==> config.mk <==
export PLATFORM = sky130hd
export DESIGN_NAME = cpu_mem_responder_flat
export DESIGN_NICKNAME = d
export VERILOG_FILES = /design/src/rtl/cpu_mem_responder_pkg.sv /design/src/rtl/cpu_mem_responder_if.sv /design/src/rtl/cpu_mem_responder_fetch_reuse_buffer.sv /design/src/rtl/cpu_mem_responder.sv /design/src/flat_wrapper.sv
export SDC_FILE = /design/constraint.sdc
export NUM_CORES = 1
export LEC_CHECK = 0
export ABC_CLOCK_PERIOD_IN_PS = 6050
export CAP_MARGIN = 25
export CORE_MARGIN = 2
export CORE_UTILIZATION = 43
export CTS_CLUSTER_DIAMETER = 30
export CTS_CLUSTER_SIZE = 16
export DETAILED_ROUTE_END_ITERATION = 8
export PLACE_DENSITY = 0.82
export SYNTH_ARGS = -nofsm -noshare
export SYNTH_HDL_FRONTEND = slang
export SYNTH_HIERARCHICAL = 1
export SYNTH_SLANG_ARGS = --single-unit
==> constraint.sdc <==
create_clock -name clk -period 6.05 [get_ports clk]
set_input_delay 1.21 -clock clk [delete_from_list [all_inputs] [get_ports clk]]
set_output_delay 1.21 -clock clk [all_outputs]
set_load 0.02 [all_outputs]
==> src/rtl/cpu_mem_responder_pkg.sv <==
// Shared types and constants for the core-side memory responder.
package cpu_mem_responder_pkg;

  localparam int MASK_W = 4;

  typedef enum logic [2:0] {
    ST_IDLE   = 3'd0,
    ST_D_REQ  = 3'd1,
    ST_D_WAIT = 3'd2,
    ST_I_REQ  = 3'd3,
    ST_I_WAIT = 3'd4
  } state_e;

  function automatic logic is_store(input logic [MASK_W-1:0] we);
    return |we;
  endfunction

endpackage

==> src/rtl/cpu_mem_responder_if.sv <==
// Core request/response and backing-memory channel bundle.
interface cpu_mem_responder_if
  import cpu_mem_responder_pkg::*;
#(
  parameter int ADDR_W = 32,
  parameter int DATA_W = 32
);

  logic [ADDR_W-1:0]   icache_addr;
  logic                icache_re;
  logic [DATA_W-1:0]   icache_dout;
  logic [ADDR_W-1:0]   dcache_addr;
  logic                dcache_re;
  logic [MASK_W-1:0]   dcache_we;
  logic [DATA_W-1:0]   dcache_din;
  logic [DATA_W-1:0]   dcache_dout;
  logic                stall;
  logic                mem_req_valid;
  logic                mem_req_ready;
  logic                mem_req_rw;
  logic [ADDR_W-3:0]   mem_req_addr;
  logic [DATA_W-1:0]   mem_req_data;
  logic [MASK_W-1:0]   mem_req_mask;
  logic                mem_resp_valid;
  logic [DATA_W-1:0]   mem_resp_data;

  modport slave (
    input  icache_addr, icache_re, dcache_addr, dcache_re, dcache_we, dcache_din,
    input  mem_req_ready, mem_resp_valid, mem_resp_data,
    output icache_dout, dcache_dout, stall,
    output mem_req_valid, mem_req_rw, mem_req_addr, mem_req_data, mem_req_mask
  );

  modport master (
    output icache_addr, icache_re, dcache_addr, dcache_re, dcache_we, dcache_din,
    output mem_req_ready, mem_resp_valid, mem_resp_data,
    input  icache_dout, dcache_dout, stall,
    input  mem_req_valid, mem_req_rw, mem_req_addr, mem_req_data, mem_req_mask
  );

endinterface

==> src/rtl/cpu_mem_responder_fetch_reuse_buffer.sv <==
// One-entry fetch reuse buffer: remembers the last fetched word address and
// drops it when a store hits that word.
module fetch_reuse_buffer #(
  parameter int WA_W = 30
) (
  input  logic            clk,
  input  logic            reset,
  input  logic [WA_W-1:0] lookup_addr,
  output logic            hit,
  input  logic            fill_en,
  input  logic [WA_W-1:0] fill_addr,
  input  logic            inval_en,
  input  logic [WA_W-1:0] inval_addr
);

  logic [WA_W-1:0] reuse_addr_r;
  logic            reuse_valid_r;

  // Fill wins over invalidation; the two never coincide in practice.
  always_ff @(posedge clk or posedge reset) begin
    if (reset) begin
      reuse_addr_r  <= '0;
      reuse_valid_r <= 1'b0;
    end else if (fill_en) begin
      reuse_addr_r  <= fill_addr;
      reuse_valid_r <= 1'b1;
    end else if (inval_en && (inval_addr == reuse_addr_r)) begin
      reuse_valid_r <= 1'b0;
    end
  end

  assign hit = reuse_valid_r && (lookup_addr == reuse_addr_r);

endmodule

==> src/rtl/cpu_mem_responder.sv <==
// Services core icache/dcache requests over a single backing-memory channel,
// data access first, stalling the core while a service is in flight.
module cpu_mem_responder
  import cpu_mem_responder_pkg::*;
#(
  parameter int ADDR_W = 32,
  parameter int DATA_W = 32
) (
  input logic                 clk,
  input logic                 reset,
  cpu_mem_responder_if.slave  bus
);

  localparam int WA_W = ADDR_W - 2;

  state_e              state_r, state_s;
  logic                pend_i_r, pend_d_r, pend_d_re_r;
  logic [WA_W-1:0]     pend_i_addr_r, pend_d_addr_r;
  logic [MASK_W-1:0]   pend_d_we_r;
  logic [DATA_W-1:0]   pend_d_din_r;
  logic [DATA_W-1:0]   icache_dout_r, dcache_dout_r;

  logic                stall_s, accept_s, in_dacc_s;
  logic [WA_W-1:0]     in_i_addr_s, in_d_addr_s, lookup_addr_s;
  logic                hit_s, store_inv_s;
  logic                clr_i_s, clr_d_s, load_i_s, load_d_s, fill_s;
  logic                req_valid_s, req_rw_s;
  logic [WA_W-1:0]     req_addr_s;
  logic [DATA_W-1:0]   req_data_s;
  logic [MASK_W-1:0]   req_mask_s;
  logic                unused_s;

  assign in_i_addr_s = bus.icache_addr[ADDR_W-1:2];
  assign in_d_addr_s = bus.dcache_addr[WA_W-1:0];
  assign unused_s    = ^{bus.icache_addr[1:0], bus.dcache_addr[ADDR_W-1:WA_W]};
  assign in_dacc_s   = bus.dcache_re || is_store(bus.dcache_we);

  assign stall_s     = (state_r != ST_IDLE) || pend_d_r || pend_i_r;
  assign accept_s    = !stall_s;
  // In IDLE the fetch is judged on the live request, afterwards on the captured one.
  assign lookup_addr_s = (state_r == ST_IDLE) ? in_i_addr_s : pend_i_addr_r;
  assign store_inv_s   = accept_s && is_store(bus.dcache_we);

  fetch_reuse_buffer #(.WA_W(WA_W)) u_reuse (
    .clk         (clk),
    .reset       (reset),
    .lookup_addr (lookup_addr_s),
    .hit         (hit_s),
    .fill_en     (fill_s),
    .fill_addr   (pend_i_addr_r),
    .inval_en    (store_inv_s),
    .inval_addr  (in_d_addr_s)
  );

  // Request capture; a lone reuse hit never becomes pending so it costs no stall.
  always_ff @(posedge clk or posedge reset) begin
    if (reset) begin
      pend_i_r      <= 1'b0;
      pend_d_r      <= 1'b0;
      pend_d_re_r   <= 1'b0;
      pend_i_addr_r <= '0;
      pend_d_addr_r <= '0;
      pend_d_we_r   <= '0;
      pend_d_din_r  <= '0;
    end else if (accept_s) begin
      pend_i_r      <= bus.icache_re && (in_dacc_s || !hit_s);
      pend_d_r      <= in_dacc_s;
      pend_d_re_r   <= bus.dcache_re;
      pend_i_addr_r <= in_i_addr_s;
      pend_d_addr_r <= in_d_addr_s;
      pend_d_we_r   <= bus.dcache_we;
      pend_d_din_r  <= bus.dcache_din;
    end else begin
      if (clr_i_s) pend_i_r <= 1'b0;
      if (clr_d_s) pend_d_r <= 1'b0;
    end
  end

  // State register.
  always_ff @(posedge clk or posedge reset) begin
    if (reset) state_r <= ST_IDLE;
    else       state_r <= state_s;
  end

  // Next state and backing-memory request drive.
  always_comb begin
    state_s     = state_r;
    clr_i_s     = 1'b0;
    clr_d_s     = 1'b0;
    load_i_s    = 1'b0;
    load_d_s    = 1'b0;
    fill_s      = 1'b0;
    req_valid_s = 1'b0;
    req_rw_s    = 1'b0;
    req_addr_s  = pend_i_addr_r;
    req_data_s  = pend_d_din_r;
    req_mask_s  = '0;
    case (state_r)
      ST_IDLE: begin
        if (in_dacc_s)                     state_s = ST_D_REQ;
        else if (bus.icache_re && !hit_s)  state_s = ST_I_REQ;
        else                               state_s = ST_IDLE;
      end
      ST_D_REQ: begin
        req_valid_s = 1'b1;
        req_rw_s    = is_store(pend_d_we_r);
        req_addr_s  = pend_d_addr_r;
        req_mask_s  = pend_d_we_r;
        if (bus.mem_req_ready) state_s = ST_D_WAIT;
        else                   state_s = ST_D_REQ;
      end
      ST_D_WAIT: begin
        if (bus.mem_resp_valid) begin
          clr_d_s  = 1'b1;
          load_d_s = pend_d_re_r && !is_store(pend_d_we_r);
          if (pend_i_r && !hit_s) begin
            state_s = ST_I_REQ;
          end else begin
            clr_i_s = 1'b1;
            state_s = ST_IDLE;
          end
        end else begin
          state_s = ST_D_WAIT;
        end
      end
      ST_I_REQ: begin
        req_valid_s = 1'b1;
        if (bus.mem_req_ready) state_s = ST_I_WAIT;
        else                   state_s = ST_I_REQ;
      end
      ST_I_WAIT: begin
        if (bus.mem_resp_valid) begin
          load_i_s = 1'b1;
          fill_s   = 1'b1;
          clr_i_s  = 1'b1;
          state_s  = ST_IDLE;
        end else begin
          state_s = ST_I_WAIT;
        end
      end
      default: state_s = ST_IDLE;
    endcase
  end

  // Read data registers; they only move while the core is stalled.
  always_ff @(posedge clk or posedge reset) begin
    if (reset) begin
      icache_dout_r <= '0;
      dcache_dout_r <= '0;
    end else begin
      if (load_i_s) icache_dout_r <= bus.mem_resp_data;
      if (load_d_s) dcache_dout_r <= bus.mem_resp_data;
    end
  end

  assign bus.icache_dout   = icache_dout_r;
  assign bus.dcache_dout   = dcache_dout_r;
  assign bus.stall         = stall_s;
  assign bus.mem_req_valid = req_valid_s;
  assign bus.mem_req_rw    = req_rw_s;
  assign bus.mem_req_addr  = req_addr_s;
  assign bus.mem_req_data  = req_data_s;
  assign bus.mem_req_mask  = req_mask_s;

endmodule

==> src/flat_wrapper.sv <==
// flat-port wrapper written by rule: the top's interface ports become plain ports
module cpu_mem_responder_flat import cpu_mem_responder_pkg::*;
#(
  parameter int ADDR_W = 32,
  parameter int DATA_W = 32
)
  (clk, reset, bus_icache_addr, bus_icache_re, bus_dcache_addr, bus_dcache_re, bus_dcache_we, bus_dcache_din, bus_mem_req_ready, bus_mem_resp_valid, bus_mem_resp_data, bus_icache_dout, bus_dcache_dout, bus_stall, bus_mem_req_valid, bus_mem_req_rw, bus_mem_req_addr, bus_mem_req_data, bus_mem_req_mask);
  cpu_mem_responder_if #(.ADDR_W(ADDR_W), .DATA_W(DATA_W)) bus_i ();
  input logic clk;
  input logic reset;
  input wire logic [$bits(bus_i.icache_addr)-1:0] bus_icache_addr;
  input wire logic [$bits(bus_i.icache_re)-1:0] bus_icache_re;
  input wire logic [$bits(bus_i.dcache_addr)-1:0] bus_dcache_addr;
  input wire logic [$bits(bus_i.dcache_re)-1:0] bus_dcache_re;
  input wire logic [$bits(bus_i.dcache_we)-1:0] bus_dcache_we;
  input wire logic [$bits(bus_i.dcache_din)-1:0] bus_dcache_din;
  input wire logic [$bits(bus_i.mem_req_ready)-1:0] bus_mem_req_ready;
  input wire logic [$bits(bus_i.mem_resp_valid)-1:0] bus_mem_resp_valid;
  input wire logic [$bits(bus_i.mem_resp_data)-1:0] bus_mem_resp_data;
  output wire logic [$bits(bus_i.icache_dout)-1:0] bus_icache_dout;
  output wire logic [$bits(bus_i.dcache_dout)-1:0] bus_dcache_dout;
  output wire logic [$bits(bus_i.stall)-1:0] bus_stall;
  output wire logic [$bits(bus_i.mem_req_valid)-1:0] bus_mem_req_valid;
  output wire logic [$bits(bus_i.mem_req_rw)-1:0] bus_mem_req_rw;
  output wire logic [$bits(bus_i.mem_req_addr)-1:0] bus_mem_req_addr;
  output wire logic [$bits(bus_i.mem_req_data)-1:0] bus_mem_req_data;
  output wire logic [$bits(bus_i.mem_req_mask)-1:0] bus_mem_req_mask;
  assign bus_i.icache_addr = bus_icache_addr;
  assign bus_i.icache_re = bus_icache_re;
  assign bus_i.dcache_addr = bus_dcache_addr;
  assign bus_i.dcache_re = bus_dcache_re;
  assign bus_i.dcache_we = bus_dcache_we;
  assign bus_i.dcache_din = bus_dcache_din;
  assign bus_i.mem_req_ready = bus_mem_req_ready;
  assign bus_i.mem_resp_valid = bus_mem_resp_valid;
  assign bus_i.mem_resp_data = bus_mem_resp_data;
  assign bus_icache_dout = bus_i.icache_dout;
  assign bus_dcache_dout = bus_i.dcache_dout;
  assign bus_stall = bus_i.stall;
  assign bus_mem_req_valid = bus_i.mem_req_valid;
  assign bus_mem_req_rw = bus_i.mem_req_rw;
  assign bus_mem_req_addr = bus_i.mem_req_addr;
  assign bus_mem_req_data = bus_i.mem_req_data;
  assign bus_mem_req_mask = bus_i.mem_req_mask;
  cpu_mem_responder #(.ADDR_W(ADDR_W), .DATA_W(DATA_W)) u_core (.clk(clk), .reset(reset), .bus(bus_i));
endmodule
==> impl_metrics.tcl <==
set metrics [dict create \
    status "completed" \
    synth_enable_flop_cells 0 \
    final_cell_mix "266 x clkdlybuf4s50_1, 220 x mux2_2, 197 x dfrtp_1" \
    critPathSlowestCell "clkdlybuf4s50_1" \
    cp-end-kind "output port" \
    rows 52 \
    final_common_cell "clkdlybuf4s50_1" \
    die_area_um2 21800 \
    crit_path_max_incr_delay_ns 0.59 \
    ys_ff_latch 197 \
    worstPathCellList "nand2b_1 > nor2_4 > buf_12 > mux2_2 > clkdlybuf4s50_1" \
    grt_pass1_vias 6208 \
    utilization_pct 61.4 \
    ys_seq_area_share_pct 55.6 \
    finalWirelength_um 21700 \
    p_leak_nw 5.21 \
    required_ns 4.84 \
    synth.avg_cell_area_um2 14.7 \
    drv_slew 0 \
    h-tree-depth 4 \
    synthXorXnorAreaFrac_pct 6.03 \
    n_fill_cell 1552 \
    layout.nets 1008 \
    synth_area_leader_cell "dfrtp_1" \
    final_hold_viol_count 0 \
    crit_type "reg2out" \
    final.setup_skew_ns 0.0140 \
    antenna_left 0 \
    drive_gt1_share_pct 30.7 \
    max-cap-violations 0 \
    holdBufCountCts 0 \
    post_cts_buffers 0 \
    netlist-cell-type-count 37 \
    first_pass_iters 4 \
    n_antenna_cell 0 \
    ctsLongestPathBuffers 2 \
    slew_headroom_pct 44.8 \
    io_pins 271 \
    syn_inst 602 \
    cts-root-buf "clkbuf_16" \
    syn_nets 740 \
    fin_setup_tns_ns 0 \
    min_period_ns 4.00 \
    num_vias 5818 \
    vias_per_cell 5.05 \
    synth_top_area_share_pct 55.6 \
    synthMuxAreaShare_pct 31.9 \
    worstSkewPairLatency_ns 0.43 \
    cts_sinks 197 \
    fp.dieH_um 148 \
    place.gp.congestion 0.804 \
    synth_top_family_by_area "multiplexers" \
    yosys_warnings 6 \
    synthArstFlopShare_pct 100 \
    synth_compound_area_share_pct 0.777 \
    grt_max_degree 90 \
    cts_tree "done" \
    post-route-period-util_pct 66.2 \
    grt_util_all_layers_pct 20.5 \
    synthSimpleGateAreaFrac_pct 3.70 \
    worstMarginPinSlew_ns 0.828 \
    synth_adder_area_share_pct 0 \
    crit_fanout 24 \
    worstSetupStartpointType "flip-flop" \
    area_growth_pct 40.2 \
    rsz0062_at_grt "no" \
    cts_buffers 17 \
    power.density_nw_per_um2 547 \
    path_clk_slew_ns 0.07 \
    setup_viol 0 \
    remaining_drc_errors 0 \
    grt_first_pass_wirelength_um 34600 \
    dr.first_iter.drc_count 219 \
    core_area_um2 20200 \
    hp-class "reg2reg" \
    grt_overflow 0 \
    hpwl_um 15500 \
    synth_area_leaders "dfrtp_1 56%, mux2_2 28%, xnor2_1 4.4%" \
    synthFlopType "dfrtp_1" \
    avgRoutedWirePerCell_um 18.8 \
    cts_resized 0 \
    initial_core_util_pct 43.8 \
    port_buffers 266 \
    clock.fmax_mhz 250 \
    peakVddDrop_mv 0.305 \
    antenna_found_initial 0 \
    synthesis.area_um2 8860 \
    fp.dieW_um 148 \
    worstPathArrival_ns 2.79 \
]
logic make-up (layout without fill, tap and decap cells):
family,after synthesis,count (layout)
multiplexers,251,251
flip-flops,197,197
XOR/XNOR,61,61
AND/OR/NAND/NOR,49,49
buffers and inverters,35,316
AO/OA/AOI/OAI,9,9
where the power goes:
part / switching [W] / total, W / internal [W]
combinational: 0.00156 / 0.00343 / 0.00187
clock: 0.000524 / 0.00107 / 0.000549
sequential: 0.000389 / 0.00230 / 0.00191
worst max-delay path, delay by kind of cell, from the launching register on:
family	cells	cell delay (ns)
flip-flops	1	0.51
AND/OR/NAND/NOR	2	0.65
buffers and inverters	2	0.85
multiplexers	1	0.36
stage by stage:
| stage | hold WS, ns | setup slack, ns | total power [W] | cell area, um^2 | instances |
|---|---|---|---|---|---|
| 6_report | 0.486 | 2.05 | 0.00680 | 12400 | 1153 |
| 5_1_grt | 0.500 | 1.93 | 0.00717 | 12400 | 1153 |
| 3_5_place_dp | 0.474 | 1.91 | 0.00574 | 11800 | 1119 |
| 2_1_floorplan | 0.449 | 0.350 | 0.00427 | 8860 | 602 |
| 3_3_place_gp | 0.463 | 1.94 | 0.00565 | 11800 | 1118 |
| 4_1_cts | 0.490 | 2.02 | 0.00685 | 12400 | 1151 |
routing by layer:
| layer | track usage, % | wire [um] | vias to the layer above | share of wire (%) |
|---|---|---|---|---|
| met5 | 0 | 0 | - | 0 |
| met4 | 5.38 | 342 | 0 | 1.6 |
| met3 | 5.34 | 1430 | 22 | 6.6 |
| met2 | 33.6 | 10800 | 185 | 50 |
| li1 | - | - | 2692 | - |
| met1 | 27.0 | 9140 | 2919 | 42 |
path summary, 6_finish.rpt:
path | slack [ns] | start | end | cells past startpoint
worst max-delay path | 2.05 | u_core/state_r[2]$_DFF_PP0_ | bus_mem_req_addr[29] | 5
worst min-delay path | 0.49 | u_core/bus.mem_req_data[25]$_DFFE_PP0P_ | u_core/bus.mem_req_data[25]$_DFFE_PP0P_ | 1
worst max register to register | 2.24 | u_core/state_r[2]$_DFF_PP0_ | u_core/state_r[1]$_DFF_PP0_ | 10
worst min register to register | 0.49 | u_core/bus.mem_req_data[25]$_DFFE_PP0P_ | u_core/bus.mem_req_data[25]$_DFFE_PP0P_ | 1
max in group asynchronous | 3.61 | reset | u_core/pend_d_r$_DFFE_PP0P_ | 3
min in group asynchronous | 1.30 | reset | u_core/u_reuse/reuse_addr_r[18]$_DFFE_PP0P_ | 3
Yosys cell counts, types with 3 or more instances:
cell / count
and2_1: 4
xnor2_1: 45
xor2_1: 16
inv_1: 6
nand2b_1: 3
buf_1: 3
buf_2: 20
mux2_1: 31
nor4_1: 7
dfrtp_1: 197
nand4_1: 13
buf_4: 4
nor2_1: 3
mux2_2: 220
nor2b_1: 4
state kept, by name (all words and copies together) (netlist names):
signal	flops
u_core/bus.icache_dout	32
u_core/pend_d_addr_r	30
u_core/pend_d_we_r	4
u_core/pend_i_addr_r	30
u_core/bus.dcache_dout	32
u_core/state_r	3
u_core/u_reuse/reuse_addr_r	30
u_core/u_reuse/reuse_valid_r	1
u_core/pend_i_r	1
u_core/bus.mem_req_data	32
u_core/pend_d_r	1
u_core/pend_d_re_r	1
area by class of cell:
class	count	area, um^2	area share [%]
Multi-Input combinational cell	370	3770	30.4
Sequential cell	197	4930	39.7
Tap cell	270	338	2.72
Clock inverter	14	118	0.947
Clock buffer	18	439	3.54
Timing Repair Buffer	277	2790	22.5
Inverter	7	31.3	0.252
Note: power is estimated with default switching activity, not from simulation.
